[src/rtl/seu_ff_file_scrub_pkg.sv]
// Shared types and helpers for the replicated, scrubbed flip-flop register file.
// Holds the scrub FSM state encoding and the per-bit 3-way majority function.
package seu_ff_file_scrub_pkg;

  typedef enum logic [1:0] {
    SCRUB_WAIT  = 2'd0,
    SCRUB_CHECK = 2'd1,
    SCRUB_FIX   = 2'd2
  } scrub_state_e;

  localparam int unsigned FIX_CNT_W = 16;

  // Per-bit majority; callers apply it across any data width bit by bit.
  function automatic logic maj3(input logic a, input logic b, input logic c);
    return (a & b) | (a & c) | (b & c);
  endfunction

endpackage

[src/rtl/seu_ff_file_scrub_vote.sv]
// Combinational R-input voter: bitwise majority of the replicas plus a flag
// raised when any replica differs from the voted value. R=1 passes replica 0.
module seu_ff_file_scrub_vote
  import seu_ff_file_scrub_pkg::*;
#(
  parameter int unsigned W = 32,
  parameter int unsigned R = 3
) (
  input  logic [W-1:0] rep [R],
  output logic [W-1:0] voted,
  output logic         mismatch
);

  if (R == 3) begin : g_tmr
    always_comb begin
      voted = '0;
      for (int b = 0; b < W; b++) begin
        voted[b] = maj3(rep[0][b], rep[1][b], rep[2][b]);
      end
    end

    always_comb begin
      mismatch = 1'b0;
      for (int r = 0; r < 3; r++) begin
        mismatch = mismatch | (|(rep[r] ^ voted));
      end
    end
  end else begin : g_single
    assign voted    = rep[0];
    assign mismatch = 1'b0;
  end

endmodule

[src/rtl/seu_ff_file_scrub.sv]
// Replicated register file with majority-voted reads and a background scrubber
// that rewrites the voted value whenever the replicas of an entry disagree.
module seu_ff_file_scrub
  import seu_ff_file_scrub_pkg::*;
#(
  parameter int unsigned W         = 32,
  parameter int unsigned D         = 32,
  parameter int unsigned R         = 3,
  parameter int unsigned RP        = 2,
  parameter int unsigned ADDW      = $clog2(D),
  parameter int unsigned SCRUB_INT = 16,
  parameter logic [W-1:0] RSTVAL   = '0
) (
  input  logic                 s_c_i,
  input  logic                 s_r_i,
  input  logic                 s_we_i,
  input  logic [ADDW-1:0]      s_wa_i,
  input  logic [W-1:0]         s_d_i,
  input  logic [ADDW-1:0]      s_ra_i [RP],
  output logic [W-1:0]         s_q_o [RP],
  output logic                 s_rerr_o [RP],
  output logic                 s_fix_o,
  output logic [FIX_CNT_W-1:0] s_fix_cnt_o,
  input  logic                 s_fix_clr_i,
  output logic [ADDW-1:0]      s_scrub_ptr_o,
  output scrub_state_e         s_scrub_st_o
);

  localparam int unsigned CNT_W = (SCRUB_INT > 1) ? $clog2(SCRUB_INT) : 1;
  localparam logic [CNT_W-1:0] CNT_RELOAD = CNT_W'(SCRUB_INT - 1);
  localparam logic [ADDW-1:0]  LAST_ADDR  = ADDW'(D - 1);
  localparam logic [FIX_CNT_W-1:0] CNT_MAX = '1;

  logic [W-1:0] rep_q [D][R];

  scrub_state_e   state_q, state_d;
  logic [CNT_W-1:0] cnt_q, cnt_d;
  logic [ADDW-1:0]  ptr_q, ptr_d, ptr_next;
  logic [W-1:0]     fix_val_q, fix_val_d;
  logic             fix_we;
  logic             fix_o_q;
  logic [FIX_CNT_W-1:0] fix_cnt_q;

  logic             wa_ok;
  logic [W-1:0]     scr_rep [R];
  logic [W-1:0]     scr_voted;
  logic             scr_mismatch;

  assign wa_ok = (32'(s_wa_i) < D);

  // Replica storage: a fix and a functional write may land in the same cycle;
  // the functional write is applied last so it wins on a shared address.
  always_ff @(posedge s_c_i) begin
    if (s_r_i) begin
      for (int e = 0; e < D; e++) begin
        for (int r = 0; r < R; r++) begin
          rep_q[e][r] <= RSTVAL;
        end
      end
    end else begin
      if (fix_we) begin
        for (int r = 0; r < R; r++) begin
          rep_q[ptr_q][r] <= fix_val_q;
        end
      end
      if (s_we_i && wa_ok) begin
        for (int r = 0; r < R; r++) begin
          rep_q[s_wa_i][r] <= s_d_i;
        end
      end
    end
  end

  for (genvar p = 0; p < RP; p++) begin : g_rd
    logic [W-1:0] rep_sel [R];
    logic [W-1:0] voted;
    logic         mism;
    logic         ra_ok;

    assign ra_ok = (32'(s_ra_i[p]) < D);

    always_comb begin
      for (int r = 0; r < R; r++) begin
        rep_sel[r] = ra_ok ? rep_q[s_ra_i[p]][r] : '0;
      end
    end

    seu_ff_file_scrub_vote #(.W(W), .R(R)) u_vote (
      .rep      (rep_sel),
      .voted    (voted),
      .mismatch (mism)
    );

    assign s_q_o[p]    = ra_ok ? voted : '0;
    assign s_rerr_o[p] = ra_ok & mism;
  end

  always_comb begin
    for (int r = 0; r < R; r++) begin
      scr_rep[r] = rep_q[ptr_q][r];
    end
  end

  seu_ff_file_scrub_vote #(.W(W), .R(R)) u_scrub_vote (
    .rep      (scr_rep),
    .voted    (scr_voted),
    .mismatch (scr_mismatch)
  );

  assign ptr_next = (ptr_q == LAST_ADDR) ? '0 : ptr_q + 1'b1;

  always_ff @(posedge s_c_i) begin
    if (s_r_i) begin
      state_q   <= SCRUB_WAIT;
      cnt_q     <= CNT_RELOAD;
      ptr_q     <= '0;
      fix_val_q <= '0;
      fix_o_q   <= 1'b0;
    end else begin
      state_q   <= state_d;
      cnt_q     <= cnt_d;
      ptr_q     <= ptr_d;
      fix_val_q <= fix_val_d;
      fix_o_q   <= fix_we;
    end
  end

  // A functional write to the entry being fixed aborts the fix; the scrubber
  // still moves on because the written value is fresh and consistent.
  always_comb begin
    state_d   = state_q;
    cnt_d     = cnt_q;
    ptr_d     = ptr_q;
    fix_val_d = fix_val_q;
    fix_we    = 1'b0;
    case (state_q)
      SCRUB_WAIT: begin
        if (R == 3) begin
          if (cnt_q == '0) begin
            state_d = SCRUB_CHECK;
          end else begin
            cnt_d = cnt_q - 1'b1;
          end
        end
      end
      SCRUB_CHECK: begin
        if (scr_mismatch) begin
          fix_val_d = scr_voted;
          state_d   = SCRUB_FIX;
        end else begin
          ptr_d   = ptr_next;
          cnt_d   = CNT_RELOAD;
          state_d = SCRUB_WAIT;
        end
      end
      SCRUB_FIX: begin
        fix_we  = !(s_we_i && (s_wa_i == ptr_q));
        ptr_d   = ptr_next;
        cnt_d   = CNT_RELOAD;
        state_d = SCRUB_WAIT;
      end
      default: begin
        state_d = SCRUB_WAIT;
      end
    endcase
  end

  // Clear beats a same-cycle increment.
  always_ff @(posedge s_c_i) begin
    if (s_r_i) begin
      fix_cnt_q <= '0;
    end else if (s_fix_clr_i) begin
      fix_cnt_q <= '0;
    end else if (fix_we && (fix_cnt_q != CNT_MAX)) begin
      fix_cnt_q <= fix_cnt_q + 1'b1;
    end
  end

  assign s_fix_o       = fix_o_q;
  assign s_fix_cnt_o   = fix_cnt_q;
  assign s_scrub_ptr_o = ptr_q;
  assign s_scrub_st_o  = state_q;

endmodule

[config.mk]
export PLATFORM = sky130hd
export DESIGN_NAME = seu_ff_file_scrub
export DESIGN_NICKNAME = d
export VERILOG_FILES = /design/src/rtl/seu_ff_file_scrub_pkg.sv /design/src/rtl/seu_ff_file_scrub_vote.sv /design/src/rtl/seu_ff_file_scrub.sv
export SDC_FILE = /design/constraint.sdc
export NUM_CORES = 2
export LEC_CHECK = 0
export CORE_MARGIN = 5
export CORE_UTILIZATION = 59
export CTS_BUF_LIST = sky130_fd_sc_hd__clkbuf_4 sky130_fd_sc_hd__clkbuf_8
export DETAILED_ROUTE_END_ITERATION = 10
export PLACE_DENSITY = 0.8
export SLEW_MARGIN = 20
export SYNTH_ARGS = -nofsm -noshare
export SYNTH_HDL_FRONTEND = slang
export SYNTH_SLANG_ARGS = --single-unit
[constraint.sdc]
create_clock -name s_c_i -period 2.1 [get_ports s_c_i]
set_clock_uncertainty 0.05 [all_clocks]
set_input_delay 0.315 -clock s_c_i [delete_from_list [all_inputs] [get_ports s_c_i]]
set_output_delay 0.315 -clock s_c_i [all_outputs]
set_load 0.1 [all_outputs]
==> metrics.yaml <==
grt:
  grt.overflow.total: 0
  grt_pass1_wl_mm: 271
  grt_use_total_pct: 34.9
  antenna_found_initial: 7
  grt_max_degree: 41
  grt_pass1_vias: 43658
die:
  ioPinCount: 141
  dieWidth_um: 322
  core_area_mm2: 0.0966
  start_util_pct: 59.4
  rows: 114
  die_area_mm2: 0.104
  die_y_um: 322
placed_design:
  portBuffers: 137
  place_inst: 6245
  place_area_mm2: 0.0657
  dpl.hpwl_mm: 121
  gp_congestion: 0.986
timing:
  fin_crit_sh_pct: 133
  slew_headroom_pct: 55.3
  max_freq_mhz: 358
  rsz0062_at_grt: "yes"
  slew_viol_final: 0
  final_hold_viol_count: 0
  worstMarginPinSlew_ns: 0.667
  setup_viol_count_final: 64
  fin_crit_ns: 2.79
  whs_ns: 0.244
  final.setup.tns_ns: -38.73
  setup_ws_ns: -0.694
power_and_ir_drop:
  powerDensity_mw_per_mm2: 738
  p_leak_uw: 0.0281
  p_total_uw: 51800
  ir_drop_mv: 0.732
synthesis:
  ys_seq_elements: 1051
  synth_top_family_by_area: "multiplexers"
  synth_flop_cell: "edfxtp_1"
  synth_mux_area_share_pct: 17.9
  synth_xor_area_share_pct: 0.0153
  yosysTopAreaCellShare_pct: 53.6
  synth-edff-count: 1024
  synth_adder_area_share_pct: 0.0873
  synthesis.area_mm2: 0.0573
  ys_seq_area_share_pct: 54.6
  synth_compound_area_share_pct: 6.93
  avgSynthCellArea_um2: 12.1
  syn-instance-count: 4735
  synthTopCellsByArea: "edfxtp_1, mux2i_1, and2_1"
  async_flop_share_pct: 0
  synth_cell_types: 39
  synth_top_cell_by_area: "edfxtp_1"
  yosys.area_share.simple_pct: 16.2
  synth_warnings: 0
worst_setup_path:
  cp_cell_sequence: "mux2i_1 > a22o_1 > nor3_2 > a31oi_2 > buf_6 > nand3_4 > buf_12"
  reg2reg_depth: 6
  critical_path_class: "flip-flop to output port"
  path_delay_family: "flip-flops"
  slowest_stage: "edfxtp_1"
  path_max_fanout: 2
  r2r_slack_ns: 0.58
  crit_start: "rep_q[1][89]"
  path_depth: 7
  crit_buf_inv: 2
  crit_path_end: "s_q_o[57]"
  r2r-end: "s_scrub_ptr_o[2]"
  endpoint_kind: "output port"
  worstPathRequired_ns: 1.74
  worstReg2RegStart: "s_scrub_ptr_o[0]"
  crit_arrival_ns: 2.43
  cpPeakStageDelay_ns: 0.45
  critPathLaunchType: "flip-flop"
detailed_routing:
  vias: 42436
  post_drt_wl_per_cell_um: 28.4
  post-route-drc-count: 0
  wl_mm: 185
  drtIter0Drc: 5409
  via_per_inst: 6.51
  drt.antenna.violating_nets: 0
  dr.pass1.iters: 7
clock_network:
  ctsHtreeMaxLevel: 4
  cts_buffer_depth: 3
  clk_latency_ns: 0.86
  cts.sinks: 1051
  clk_pin_slew_ns: 0.06
  root_buffer: "clkbuf_8"
  cts_tree: "done"
  numCtsBuffers: 175
final_layout:
  final_nets: 5167
  final_cell_mix: "and2_1, edfxtp_1, mux2i_1, buf_4, buf_12"
  stdcell_area_mm2: 0.0702
  instances_no_fill: 6518
  drive_gt1_share_pct: 22.6
  synthToLayoutAreaGrowth_pct: 22.5
  fillers: 6229
  final_common_cell: "and2_1"
min_path:
  worstHoldStart: "s_fix_clr_i"
  hold_path.class: "input port to flip-flop"
run:
  max_cap_violations: 0
run_status:
  status: "finished, violations left"
  violations: "setup timing"
sequential cells by signal, summed over array words and instances (netlist names):
signal / count
s_scrub_ptr_o: 5
s_fix_o: 1
rep_q: 1024
s_scrub_st_o: 1
cnt_q: 4
s_fix_cnt_o: 16
layout make-up:
| type | count | area (um^2) | share of cell area, % |
|---|---|---|---|
| Sequential cell | 1051 | 31300 | 44.6 |
| Multi-Input combinational cell | 3229 | 26000 | 37.0 |
| Timing Repair Buffer | 650 | 8080 | 11.5 |
| Clock buffer | 242 | 2930 | 4.17 |
| Tap cell | 1276 | 1600 | 2.27 |
| Clock inverter | 61 | 330 | 0.470 |
| Inverter | 5 | 18.8 | 0.0267 |
| Antenna cell | 4 | 10.0 | 0.0143 |
cell families (layout without fill, tap and decap cells):
group	Yosys count	count (layout)
compound gates	585	585
xor+xnor	1	1
fa+ha+maj	4	4
flops	1051	1051
other cells	1	8
mux	1026	1026
simple gates	1608	1609
buf+inv	459	958
per-stage QoR:
| stage | utilization (%) | setup slack (ns) |
|---|---|---|
| floorplan | - | -0.0140 |
| finish | 72.7 | -0.694 |
| detailed placement | 68.0 | -1.05 |
| global placement | 68.0 | -1.08 |
| CTS | 72.7 | -0.717 |
| global route | 72.7 | -0.758 |
report_power, final:
group	switching, uW	internal, uW
Clock	8360	9090
Combinational	5900	3710
Sequential	638	24100
Total	14900	36900
per-layer routing:
layer  wire (um)  vias up  global-route usage, %
met3       19600      694                   7.26
met2       87000     2870                   56.9
li1            -    18078                      -
met4       12100        4                   20.6
met1       66100    20790                   43.5
met5          23        -                      0
worst reg2reg max path, stage by stage (launching register included):
cell and delay, ns:
dfxtp_2 0.34, ha_1 0.21, and3_1 0.19, ha_1 0.24, nor4bb_1 0.28, a21oi_1 0.07
nor2_1 0.09
synthesized netlist by cell type (all sizes together) (2+ instances only):
| library cell | number |
|---|---|
| dfxtp | 27 |
| clkbuf | 267 |
| a21oi | 196 |
| a31oi | 64 |
| or2 | 34 |
| mux2i | 1026 |
| o21ai | 4 |
| a22oi | 192 |
| nand2b | 6 |
| nor2 | 45 |
| nand3b | 4 |
| nor3 | 66 |
| edfxtp | 1024 |
| a22o | 128 |
| ha | 4 |
| buf | 187 |
| nand3 | 194 |
| nand2 | 205 |
| nor2b | 4 |
| and2 | 1042 |
| or3 | 2 |
| and3 | 2 |
| inv | 5 |
worst min path at each step:
stage               slack, ns  cells past startpoint              end
floorplan                0.41                      2         cnt_q[1]
global placement         0.40                      1   s_fix_cnt_o[6]
detailed placement       0.40                      1   s_fix_cnt_o[3]
CTS                      0.18                      3   s_fix_cnt_o[0]
global route             0.24                      3  s_fix_cnt_o[13]
finish                   0.24                      3   s_fix_cnt_o[0]
timing repair:
item                       in CTS  in global routing
setup buffers                  10                  1
hold buffers                    0                  0
pin swaps                     119                 70
gates cloned                    3                  0
gates resized for setup       233                 22
setup endpoints to repair      65                 64
(Power assumes the default switching activity.)
